===== src/rtl/fetch_queue_if.sv =====
// IF-to-ID fetch queue bundle: fetch side, flush/stall controls, decode side, PC enable and occupancy.
interface fetch_queue_if #(
  parameter int DEPTH = 2
);
  localparam int CW = $clog2(DEPTH) + 1;

  logic          if_valid;
  logic [31:0]   if_pc;
  logic [31:0]   if_instr;
  logic          flush;
  logic          id_stall;
  logic          id_valid;
  logic [31:0]   id_pc;
  logic [31:0]   id_instr;
  logic [31:0]   id_pc_plus4;
  logic          hazDetect_PC;
  logic [CW-1:0] fq_count;

  modport master (
    output if_valid, if_pc, if_instr, flush, id_stall,
    input  id_valid, id_pc, id_instr, id_pc_plus4, hazDetect_PC, fq_count
  );

  modport slave (
    input  if_valid, if_pc, if_instr, flush, id_stall,
    output id_valid, id_pc, id_instr, id_pc_plus4, hazDetect_PC, fq_count
  );
endinterface


===== src/rtl/fetch_queue.sv =====
// Circular IF/ID fetch queue: 1-cycle push-to-decode latency (0 with FETCH_QUEUE_BYPASS_EN),
// holds the PC via hazDetect_PC while full; flush/reset drop all queued instructions.
module fetch_queue #(
  parameter int          DEPTH = 2,
  parameter logic [31:0] NOP   = 32'h0000_0013
) (
  input  logic      clk,
  input  logic      reset,
  fetch_queue_if.slave fq
);
  localparam int AW = $clog2(DEPTH);
  localparam int CW = AW + 1;

  typedef struct packed {
    logic [31:0] pc;
    logic [31:0] instr;
  } entry_t;

  entry_t          mem [DEPTH];
  logic [AW-1:0]   rd_ptr;
  logic [AW-1:0]   wr_ptr;
  logic [CW-1:0]   count;
  logic            full;
  logic            empty;
  logic            push;
  logic            pop;
  logic            head_vld;
  entry_t          head;

  assign full  = (count == CW'(DEPTH));
  assign empty = (count == '0);
  assign pop   = !empty && !fq.id_stall;

`ifdef FETCH_QUEUE_BYPASS_EN
  logic bypass;
  assign bypass   = empty && fq.if_valid && !fq.flush;
  // A bypassed instruction taken by decode this cycle must not also be queued.
  assign push     = fq.if_valid && !full && !fq.flush && !(bypass && !fq.id_stall);
  assign head_vld = !empty || bypass;
  assign head     = empty ? {fq.if_pc, fq.if_instr} : mem[rd_ptr];
`else
  assign push     = fq.if_valid && !full && !fq.flush;
  assign head_vld = !empty;
  assign head     = mem[rd_ptr];
`endif

  assign fq.id_valid     = head_vld;
  assign fq.id_pc        = head_vld ? head.pc : 32'h0;
  assign fq.id_instr     = head_vld ? head.instr : NOP;
  assign fq.id_pc_plus4  = fq.id_pc + 32'd4;
  // Forced high in reset so the PC's own synchronous reset can take effect.
  assign fq.hazDetect_PC = !full || fq.flush || reset;
  assign fq.fq_count     = count;

  always_ff @(posedge clk) begin
    if (reset || fq.flush) begin
      rd_ptr <= '0;
      wr_ptr <= '0;
      count  <= '0;
    end else begin
      if (push) wr_ptr <= wr_ptr + AW'(1);
      if (pop)  rd_ptr <= rd_ptr + AW'(1);
      if (push && !pop)      count <= count + CW'(1);
      else if (pop && !push) count <= count - CW'(1);
    end
  end

  // Payload storage is never cleared; validity lives entirely in count.
  always_ff @(posedge clk) begin
    if (!reset && push) mem[wr_ptr] <= {fq.if_pc, fq.if_instr};
  end
endmodule


===== src/flat_wrapper.sv =====
// flat-port wrapper written by rule: the top's interface ports become plain ports
module fetch_queue_flat 
#(
  parameter int          DEPTH = 2,
  parameter logic [31:0] NOP   = 32'h0000_0013
)
  (clk, reset, fq_if_valid, fq_if_pc, fq_if_instr, fq_flush, fq_id_stall, fq_id_valid, fq_id_pc, fq_id_instr, fq_id_pc_plus4, fq_hazDetect_PC, fq_fq_count);
  fetch_queue_if #(.DEPTH(DEPTH)) fq_i ();
  input  logic clk;
  input  logic reset;
  input wire logic [$bits(fq_i.if_valid)-1:0] fq_if_valid;
  input wire logic [$bits(fq_i.if_pc)-1:0] fq_if_pc;
  input wire logic [$bits(fq_i.if_instr)-1:0] fq_if_instr;
  input wire logic [$bits(fq_i.flush)-1:0] fq_flush;
  input wire logic [$bits(fq_i.id_stall)-1:0] fq_id_stall;
  output wire logic [$bits(fq_i.id_valid)-1:0] fq_id_valid;
  output wire logic [$bits(fq_i.id_pc)-1:0] fq_id_pc;
  output wire logic [$bits(fq_i.id_instr)-1:0] fq_id_instr;
  output wire logic [$bits(fq_i.id_pc_plus4)-1:0] fq_id_pc_plus4;
  output wire logic [$bits(fq_i.hazDetect_PC)-1:0] fq_hazDetect_PC;
  output wire logic [$bits(fq_i.fq_count)-1:0] fq_fq_count;
  assign fq_i.if_valid = fq_if_valid;
  assign fq_i.if_pc = fq_if_pc;
  assign fq_i.if_instr = fq_if_instr;
  assign fq_i.flush = fq_flush;
  assign fq_i.id_stall = fq_id_stall;
  assign fq_id_valid = fq_i.id_valid;
  assign fq_id_pc = fq_i.id_pc;
  assign fq_id_instr = fq_i.id_instr;
  assign fq_id_pc_plus4 = fq_i.id_pc_plus4;
  assign fq_hazDetect_PC = fq_i.hazDetect_PC;
  assign fq_fq_count = fq_i.fq_count;
  fetch_queue #(.DEPTH(DEPTH), .NOP(NOP)) u_core (.clk(clk), .reset(reset), .fq(fq_i));
endmodule

===== config.mk =====
export PLATFORM = sky130hd
export DESIGN_NAME = fetch_queue_flat
export DESIGN_NICKNAME = d
export VERILOG_FILES = /design/src/rtl/fetch_queue_if.sv /design/src/rtl/fetch_queue.sv /design/src/flat_wrapper.sv
export SDC_FILE = /design/constraint.sdc
export NUM_CORES = 1
export LEC_CHECK = 0
export CELL_PAD_IN_SITES_DETAIL_PLACEMENT = 0
export CELL_PAD_IN_SITES_GLOBAL_PLACEMENT = 1
export CORE_UTILIZATION = 45
export CTS_CLUSTER_DIAMETER = 120
export DETAILED_ROUTE_END_ITERATION = 10
export DONT_BUFFER_PORTS = 1
export PLACE_DENSITY = 0.77
export SKIP_CTS_REPAIR_TIMING = 1
export SLEW_MARGIN = 10
export SYNTH_ARGS = -nofsm -noshare
export SYNTH_HDL_FRONTEND = slang
export SYNTH_SLANG_ARGS = --single-unit

===== constraint.sdc =====
create_clock -name clk -period 8.15 [get_ports clk]
set_clock_uncertainty 0.2 [all_clocks]
set_input_delay 0.4075 -clock clk [delete_from_list [all_inputs] [get_ports clk]]
set_output_delay 0.4075 -clock clk [all_outputs]
set_load 0.02 [all_outputs]

==> impl_metrics.csv <==
group,metric,value,unit
global_routing,antenna_found_initial,4,
critical_path,crit_slowest_cell,"dfxtp_1",
placement,place.gp.congestion,0.710,
clocking,cts_tree,"yes",
sta,finalSetupViolCount,0,
synth,avgSynthCellArea,14.1,um^2
run_status,status,"completed",
final_layout,finalNetCount,553,
pwr,powerDensity,221,nW/um^2
critical_path,required,7.54,ns
global_routing,grt_pass1_vias,3043,
synth,synthDistinctLibCells,35,
clocking,clock_sinks,133,
critical_path,path_cells,"nor2_4 -> buf_4 -> inv_1 -> nand2_1 -> inv_1 -> ha_1 -> or4b_4 -> a211o_1 -> or3_1 -> xnor2_1",
sta,worst_slew_pin_slew,0.876,ns
placement,port_buffers,0,
synth,synth_largest_area_cell,"edfxtp_1",
synth,synth.area.top_cells,"edfxtp_1 66%, mux2i_1 11%, nor2_1 4.2%, xor2_1 3.6%, dfxtp_1 1.7%",
routing,drt-total-wl,11800,um
die,initial_core_util,46.3,%
worst_hold_path,hold_path.class,"in -> reg",
critical_path,end_kind,"output pin",
routing,viasPerCell,5.24,
placement,dp.cells,568,
sta,post-route-min-period,4.92,ns
clocking,htreeDepth,4,
final_layout,area_growth,23.0,%
die,chipHeight,116,um
routing,vias,3505,
die,placementRows,41,
global_routing,grt_max_degree,73,
critical_path,crit_path_frequent_cell,"inv_1",
sta,max_freq,0.203,GHz
synth,ys_seq_elements,133,
critical_path,cp_max_fo,72,
pwr,leakage,2.34,nW
routing,drt_iter0_drc,229,
global_routing,use_met2,25.9,%
synth,synth_area,5850,um^2
pwr,ir_drop,0.000220,V
clocking,clock-root-buffer,"clkbuf_16",
sta,rsz0062_at_grt,"false",
routing,drc_errors,0,
synth,async_flop_share,0,%
clocking,clk_path_buf_depth,2,
global_routing,grt_util_met3,9.68,%
synth,syn_nets,485,
die,die_area,13500,um^2
die,ioPinCount,169,
critical_path,cp.buffers_inverters,3,
global_routing,top_usage_layer,"met2",
global_routing,gr-usage-met1,19.8,%
synth,synthFlopType,"edfxtp_1",
die,core_area,12600,um^2
sta,slew_violations,0,
die,fp.dieW,116,um
critical_path,crit_type,"reg -> out",
clocking,numCtsBuffers,17,
sta,fin_setup_tns,0,ns
critical_path,arrival,4.31,ns
sta,slew-limit-headroom,41.6,%
critical_path,critical-path-max-stage-delay,0.59,ns
critical_path,critPathTopFamily,"simple AND/OR/NAND/NOR gates",
synth,synth_cells,414,
sta,hold_viol,0,
placement,dp_hpwl,7300,um
synth,synth_top_cell_area_share,65.8,%
routing,first_pass_iters,4,
clocking,path_clk_slew,0.06,ns
routing,postRouteAntennaNets,0,
synth,synth_edf_count,128,
final_layout,fin_cells,669,
global_routing,track_usage,17.0,%
clocking,clk_latency,0.41,ns
global_routing,grt_pass1_wl,16200,um
final_layout,drive_gt1_share,8.28,%
run,maxCapViolations,0,
sta,finalCritPeriodShare,60.4,%
routing,wl_per_cell,17.7,um
synth,ys_warn_count,0,
critical_path,start_kind,"flop",
global_routing,grt_remaining_overflow,0,
synth,ys_seq_area_share,67.5,%
layout make-up:
cell class / instances / area (um^2)
diodes: 2 / 5.00
clock buffers: 19 / 433
clock inverters: 13 / 91.3
fillers: 1041 / 5430
inverters: 8 / 30.0
multi-input cells: 251 / 1770
flip-flops and latches: 133 / 3950
well taps: 172 / 215
repair buffers: 71 / 701
report_power, final:
group	internal [mW]	total, mW	switching [mW]
combinational	0.0453	0.148	0.103
sequential	0.766	0.775	0.00840
clock	0.410	0.663	0.254
synthesized netlist by cell type, drive strengths merged (3+ instances only):
cell	instances
nor3	14
o21ai	4
edfxtp	128
xor2	24
xnor2	9
nor4	10
mux2i	62
clkbuf	3
nor2	67
nand4	6
dfxtp	5
nand2	16
a211oi	3
inv	8
nand3	14
buf	19
nand3b	7
final timing paths:
kind | slack [ns] | endpoint | start | cells past startpoint
worst max-delay path | 3.23 | fq_id_pc_plus4[10] | u_core.fq.fq_count[0] | 10
worst min-delay path | 0.21 | u_core.rd_ptr | fq_id_stall | 3
worst max register to register | 5.18 | flop | u_core.fq.fq_count[0] | 7
worst min register to register | 0.37 | u_core.rd_ptr | u_core.rd_ptr | 2
flip-flops by register name, indices dropped and copies added, names as in the netlist, named ones only:
name                cells
u_core.fq.fq_count      2
u_core.wr_ptr           1
u_core.mem            128
u_core.rd_ptr           1
routing by layer:
| metal | routed length, um | part of all wire, % |
|---|---|---|
| met2 | 5870 | 50 |
| met5 | 23 | 0.19 |
| met3 | 1020 | 8.6 |
| met4 | 91 | 0.77 |
| met1 | 4830 | 41 |
tightest hold or removal path: stages:
cell and delay, ns:
nand2b_1 0.15, xor2_1 0.10, nor3_1 0.12
cells in the final DEF (no fill, tap or decap), drive strengths merged, types with 3 or more instances in the layout:
cell	instances
a211oi	3
nor2	67
nand3b	7
clkinv	10
xnor2	9
dfxtp	5
mux2i	62
o21ai	4
edfxtp	128
nor3	14
xor2	24
nand2	16
dlygate4sd3	67
nand3	14
inv	8
nand4	6
clkbuf	19
nor4	10
buf	4
stage by stage:
step / util [%] / setup WS, ns / hold WS (ns) / cell area (um^2) / power (mW)
after floorplan: - / 0.448 / 0.306 / 5850 / 0.892
after global placement: 47.5 / 3.70 / 0.281 / 5990 / 0.905
after detailed placement: 47.5 / 3.63 / 0.280 / 5990 / 0.906
after CTS: 51.6 / 3.16 / -0.170 / 6510 / 1.57
after global routing: 57.0 / 2.95 / 0.243 / 7190 / 1.65
final: 57.0 / 3.23 / 0.212 / 7190 / 1.59
logic make-up (layout without fill, tap and decap cells):
family,count (synthesis),in the layout,share of synthesized area [%]
buffers and inverters,30,111,2.80
AND/OR/NAND/NOR,141,141,12.1
multiplexers,64,64,11.0
AO/OA/AOI/OAI,11,11,1.31
flip-flops,133,133,67.5
other,0,2,0
XOR/XNOR,33,33,4.94
adder cells (fa/ha/maj),2,2,0.428
(Power assumes the default switching activity.)
